$ cat config.mk
export PLATFORM = sky130hd
export DESIGN_NAME = vec_cnt_collector
export DESIGN_NICKNAME = d
export VERILOG_FILES = /design/src/rtl/vec_cnt_collector.sv
export SDC_FILE = /design/constraint.sdc
export NUM_CORES = 2
export LEC_CHECK = 0
export CAP_MARGIN = 40
export CORE_ASPECT_RATIO = 1.2
export CORE_UTILIZATION = 32
export DETAILED_ROUTE_END_ITERATION = 16
export GPL_TIMING_DRIVEN = 0
export PLACE_DENSITY = 0.54
export SYNTH_ARGS = -nofsm -noshare
export SYNTH_HDL_FRONTEND = slang
export SYNTH_SLANG_ARGS = --single-unit
$ cat constraint.sdc
create_clock -name clk -period 2.35 [get_ports clk]
set_input_delay 0.235 -clock clk [delete_from_list [all_inputs] [get_ports clk]]
set_output_delay 0.235 -clock clk [all_outputs]
set_load 0.05 [all_outputs]
$ cat src/rtl/vec_cnt_collector.sv
// vec_cnt_collector
//   Reassembles a wide fingerprint vector from a stream of BUS_WIDTH-bit
//   sub-vector words and presents it, together with its popcount and
//   batch-last flag, on a valid/ready output register.
//
//   Ports:
//     clk, rst        : single clock, synchronous active-high reset
//     up_SubVector    : incoming sub-vector word (word 0 is least significant)
//     up_Valid        : up_SubVector valid
//     up_Cnt          : vector popcount, meaningful on the final word
//     up_CntNew       : upstream marker of the final word (checked only)
//     up_Last         : final word of the final vector of a batch
//     up_Ready        : word accepted when up_Valid && up_Ready
//     dn_Vector       : reassembled vector
//     dn_Cnt          : popcount captured with the vector
//     dn_Valid        : dn_Vector/dn_Cnt/dn_Last valid
//     dn_Last         : vector is the last of its batch
//     dn_Ready        : downstream accepts when dn_Valid && dn_Ready
//     dn_ProtoErr     : sticky upstream protocol error flag
//
//   Build option: define VEC_CNT_COLLECTOR_CHECK_EN to include the upstream
//   protocol checker driving dn_ProtoErr; otherwise dn_ProtoErr is tied low.
module vec_cnt_collector #(
    parameter int unsigned VECTOR_WIDTH  = 920,
    parameter int unsigned BUS_WIDTH     = 128,
    parameter int unsigned SUB_VECTOR_NO = (VECTOR_WIDTH + BUS_WIDTH - 1) / BUS_WIDTH,
    parameter int unsigned CNT_WIDTH     = $clog2(VECTOR_WIDTH)
) (
    input  logic                    clk,
    input  logic                    rst,
    input  logic [BUS_WIDTH-1:0]    up_SubVector,
    input  logic                    up_Valid,
    input  logic [CNT_WIDTH-1:0]    up_Cnt,
    input  logic                    up_CntNew,
    input  logic                    up_Last,
    output logic                    up_Ready,
    output logic [VECTOR_WIDTH-1:0] dn_Vector,
    output logic [CNT_WIDTH-1:0]    dn_Cnt,
    output logic                    dn_Valid,
    output logic                    dn_Last,
    input  logic                    dn_Ready,
    output logic                    dn_ProtoErr
);

    localparam int unsigned IDX_W = (SUB_VECTOR_NO > 1) ? $clog2(SUB_VECTOR_NO) : 1;
    localparam logic [IDX_W-1:0] LAST_IDX = IDX_W'(SUB_VECTOR_NO - 1);

    logic [IDX_W-1:0]        idx_q,  idx_d;
    logic [VECTOR_WIDTH-1:0] asm_q,  asm_d;
    logic [VECTOR_WIDTH-1:0] vec_q,  vec_d;
    logic [CNT_WIDTH-1:0]    cnt_q,  cnt_d;
    logic                    last_q, last_d;
    logic                    val_q,  val_d;

    logic                    final_word;
    logic                    accept;
    logic                    transfer;

    // With SUB_VECTOR_NO == 1 the index is pinned at 0, so every word is final.
    assign final_word = (idx_q == LAST_IDX);
    // Only the final word needs the output register; earlier words may be
    // absorbed while a previous vector is still stalled downstream.
    assign up_Ready   = !(final_word && val_q && !dn_Ready);
    assign accept     = up_Valid && up_Ready;
    assign transfer   = accept && final_word;

    // Per-bit word placement with constant indices; bits of the final word
    // beyond VECTOR_WIDTH have no destination and are dropped.
    for (genvar g = 0; g < VECTOR_WIDTH; g++) begin : g_bit
        localparam int unsigned WORD = g / BUS_WIDTH;
        assign asm_d[g] = (accept && idx_q == IDX_W'(WORD))
                          ? up_SubVector[g % BUS_WIDTH] : asm_q[g];
    end

    always_comb begin
        idx_d  = idx_q;
        vec_d  = vec_q;
        cnt_d  = cnt_q;
        last_d = last_q;
        val_d  = val_q;

        if (accept) begin
            idx_d = final_word ? '0 : idx_q + IDX_W'(1);
        end

        if (transfer) begin
            // asm_d already contains the final word, so the vector lands in
            // the output register on the same edge the word is accepted.
            vec_d  = asm_d;
            cnt_d  = up_Cnt;
            last_d = up_Last;
            val_d  = 1'b1;
        end else if (dn_Ready) begin
            val_d  = 1'b0;
        end
    end

    always_ff @(posedge clk) begin
        if (rst) begin
            idx_q  <= '0;
            asm_q  <= '0;
            vec_q  <= '0;
            cnt_q  <= '0;
            last_q <= 1'b0;
            val_q  <= 1'b0;
        end else begin
            idx_q  <= idx_d;
            asm_q  <= asm_d;
            vec_q  <= vec_d;
            cnt_q  <= cnt_d;
            last_q <= last_d;
            val_q  <= val_d;
        end
    end

    assign dn_Vector = vec_q;
    assign dn_Cnt    = cnt_q;
    assign dn_Last   = last_q;
    assign dn_Valid  = val_q;

`ifdef VEC_CNT_COLLECTOR_CHECK_EN
    logic err_q, err_d;

    always_comb begin
        err_d = err_q;
        if (accept && ((up_CntNew != final_word) || (up_Last && !final_word))) begin
            err_d = 1'b1;
        end
    end

    always_ff @(posedge clk) begin
        if (rst) begin
            err_q <= 1'b0;
        end else begin
            err_q <= err_d;
        end
    end

    assign dn_ProtoErr = err_q;
`else
    assign dn_ProtoErr = 1'b0;
`endif

endmodule
==> qor.txt <==
Vias per cell: 5.831
Mapped Cells: 7852
# DRC: 0
CTS sink cnt: 1831
Number of synthesized flops with an enable pin: 0
Core area: 0.2430 mm²
Sequential share of power: 44.8%
Maximum vdd drop: 0.5682 mV
Layout cells sized above 1: 21.86%
Total GRT Usage: 31.28%
CTS clk-pin slew, worst paths: 0.06 ns
Synth warn: 0
Min setup slack post-route: -0.2590 ns
Hold Worst Slack: 0.1251 ns
Worst Setup Start Kind: flop
Power share of the clock group: 47.4%
Final Cycle Share: 111.0%
Area grow syn2layout: 36.24%
Rows: 198
Final wirelength: 406300 µm
Synth async-reset ratio: 0%
Status: finished with violations
Clock Tree Root: clkbuf_16
Seq/Total Area, Yosys: 46.71%
Synth area leader: dfxtp_1
Setup TNS: -181.18 ns
Critical path endpoint category: flop
Ys flop type: dfxtp_1
Pint: 0.05234 W
Top cells by area, synth: dfxtp_1 47%, a21oi_1 11%, o31ai_2 7.9%
CTS tree: done
Combinational share of power: 7.8%
Avg Cell Area, Syn: 9.995 µm²
Final std cells w/o fill: 12.63k
Die W: 454.1 µm
Routed via count: 73.64k
Die area: 0.2472 mm²
Starting Density: 32.29%
Leak: 31.88 nW
Gpl congestion: 0.9708
Clk buf depth: 4
Global-route wire length before repair: 553700 µm
Initial antenna violation count: 49
Placed Instances: 12.17k
DR WL/cell: 32.18 µm
Netlist cell types: 31
Final Hold Viols: 0
Chip Height: 544.5 µm
Detail Route Antenna Nets: 0
Failing checks: negative setup slack
Pwr dens: 661.3 mW/mm²
Clock latency on the worst-skew pair: 0.89 ns
Cts bufs inserted: 203
Count leader, synth: dfxtp_1
Syn Std Cell Area: 0.07848 mm²
Max Freq: 383.3 MHz
Net Sw Frac: 25.98%
Final min period: 2.609 ns
Slew @ Worst Pin: 0.9563 ns
Final setup vio count: 2007
Setup Crit Path Kind: reg -> reg
Reg2reg setup slack: -0.26 ns
Maxcap violations: 0
List of most frequent post-synthesis cells: 1831 x dfxtp_1, 1703 x a21oi_1, 769 x or3_1, 700 x clkbuf_1, 494 x o31ai_2
Clk_skew: 0.04851 ns
Critical Path Fanout Max: 8
Remaining global-route overflow: 0
Fin nets: 9408
Post-Syn Nets: 8002
Seq cells post-synth: 1831
Synth top area share: 46.71%
Switch Pwr: 0.01837 W
Largest net degree at the start of global routing: 15
I/O Buffers: 1074
Iter 0 DRT Violations: 5872
Drt pass-1 iters: 6
Max-Slew Margin vs Limit: 36.05%
RSZ-0062 raised after global routing: true
Vias in the first global route: 73.50k
Worst Hold Class: in -> reg
Detailed placer's ending HPWL: 313900 µm
Max-slew violation count: 0
Worst endpoint required time: 3.07 ns
CTS H-tree depth: 4
CP arrival: 3.32 ns
Io pins: 1078
worst max-delay path, cell delays in order, from the launching register on:
cell and delay [ns]:
dfxtp_4 0.36, ha_4 0.17, ha_4 0.20, and3b_2 0.23, buf_12 0.16, buf_16 0.16
buf_16 0.18, buf_16 0.18, buf_12 0.17, buf_16 0.14, o31ai_2 0.27, a311oi_2 0.13
stage by stage:
stage	power, W	util [%]	worst slack, ns	instance area (µm²)
after global routing	0.07251	43.99	-0.2771	106900
final	0.07071	43.99	-0.2590	106900
after CTS	0.07071	42.78	-0.2895	104000
after floorplan	0.03493	-	0.1756	78480
after global placement	0.03722	38.36	-2.369	93230
after detailed placement	0.03739	38.69	-1.681	94020
power by group through the flow:
stage	Clock [W]	Sequential (W)	Combinational, W
detailed placement	0	0.0323	0.00507
CTS	0.0339	0.0316	0.00520
global placement	0	0.0323	0.00492
floorplan	0	0.0324	0.00250
global route	0.0351	0.0317	0.00573
finish	0.0335	0.0317	0.00551
repair_timing:
action / 4_1_cts / 5_1_grt
pin swaps: 87 / 148
setup endpoints to repair: 2562 / 2444
gates cloned: 21 / 15
endpoints found under the hold margin: 11 / 0
hold buffers: 11 / 0
setup buffers: 23 / 13
gates resized for setup: 537 / 744
cells in the final DEF (no fill, tap or decap), types with 69 or more instances in the layout:
cell | netlist | final
buf_2 | 171 | 124
a21oi_1 | 1703 | 1702
a311oi_1 | 410 | 348
clkdlybuf4s50_1 | 0 | 1063
o31ai_1 | 274 | 203
dfxtp_1 | 1831 | 1828
or3_1 | 769 | 699
clkbuf_1 | 700 | 477
buf_4 | 18 | 69
or3_4 | 0 | 70
nand2b_1 | 260 | 260
buf_6 | 59 | 75
o31ai_2 | 494 | 364
mux2i_1 | 256 | 256
nand2_1 | 260 | 258
a311oi_2 | 359 | 421
clkbuf_16 | 0 | 226
o31ai_4 | 0 | 201
clkbuf_2 | 7 | 177
a211oi_1 | 128 | 128
flip-flops by register name, indices dropped and copies added (netlist names):
register / flops
idx_q: 3
dn_Vector: 920
dn_Cnt: 10
dn_Last: 1
dn_Valid: 1
asm_q: 896
area by class of cell:
class | count | area [µm²]
clock buffer | 280 | 5823
multi-input combinational | 4998 | 40060
clock inverter | 80 | 997.2
fill | 23311 | 136100
timing repair buffer | 1204 | 13040
tap | 3200 | 4004
sequential | 1831 | 36670
buffer | 1014 | 6265
antenna | 16 | 40.04
inverter | 6 | 22.52
final timing paths:
| kind | depth (start not counted) | end | start |
|---|---|---|---|
| worst min register to register | 2 | dn_Vector[223] | asm_q[223] |
| worst max-delay path | 11 | dn_Vector[575] | idx_q[1] |
| worst max register to register | 11 | dn_Vector[575] | idx_q[1] |
| worst min-delay path | 4 | asm_q[479] | rst |
cell families after synthesis:
kind of cell    after synthesis  synth area share [%]
mux                         256                 3.265
other cells                   1              0.004778
fa+ha+maj                     6               0.09565
buf+inv                    1023                 5.945
simple gates               1330                 9.722
flops                      1831                 46.71
compound gates             3405                 34.26
routing by layer:
metal / share of wire (%) / track usage [%] / vias up
met5: 0 / 0 / -
met4: 8.3 / 22.26 / 0
met3: 7.9 / 6.409 / 834
met2: 45 / 49.31 / 3203
met1: 39 / 37.93 / 36689
li1: - / - / 32911
No activity file was read; power rests on OpenSTA's default activity.
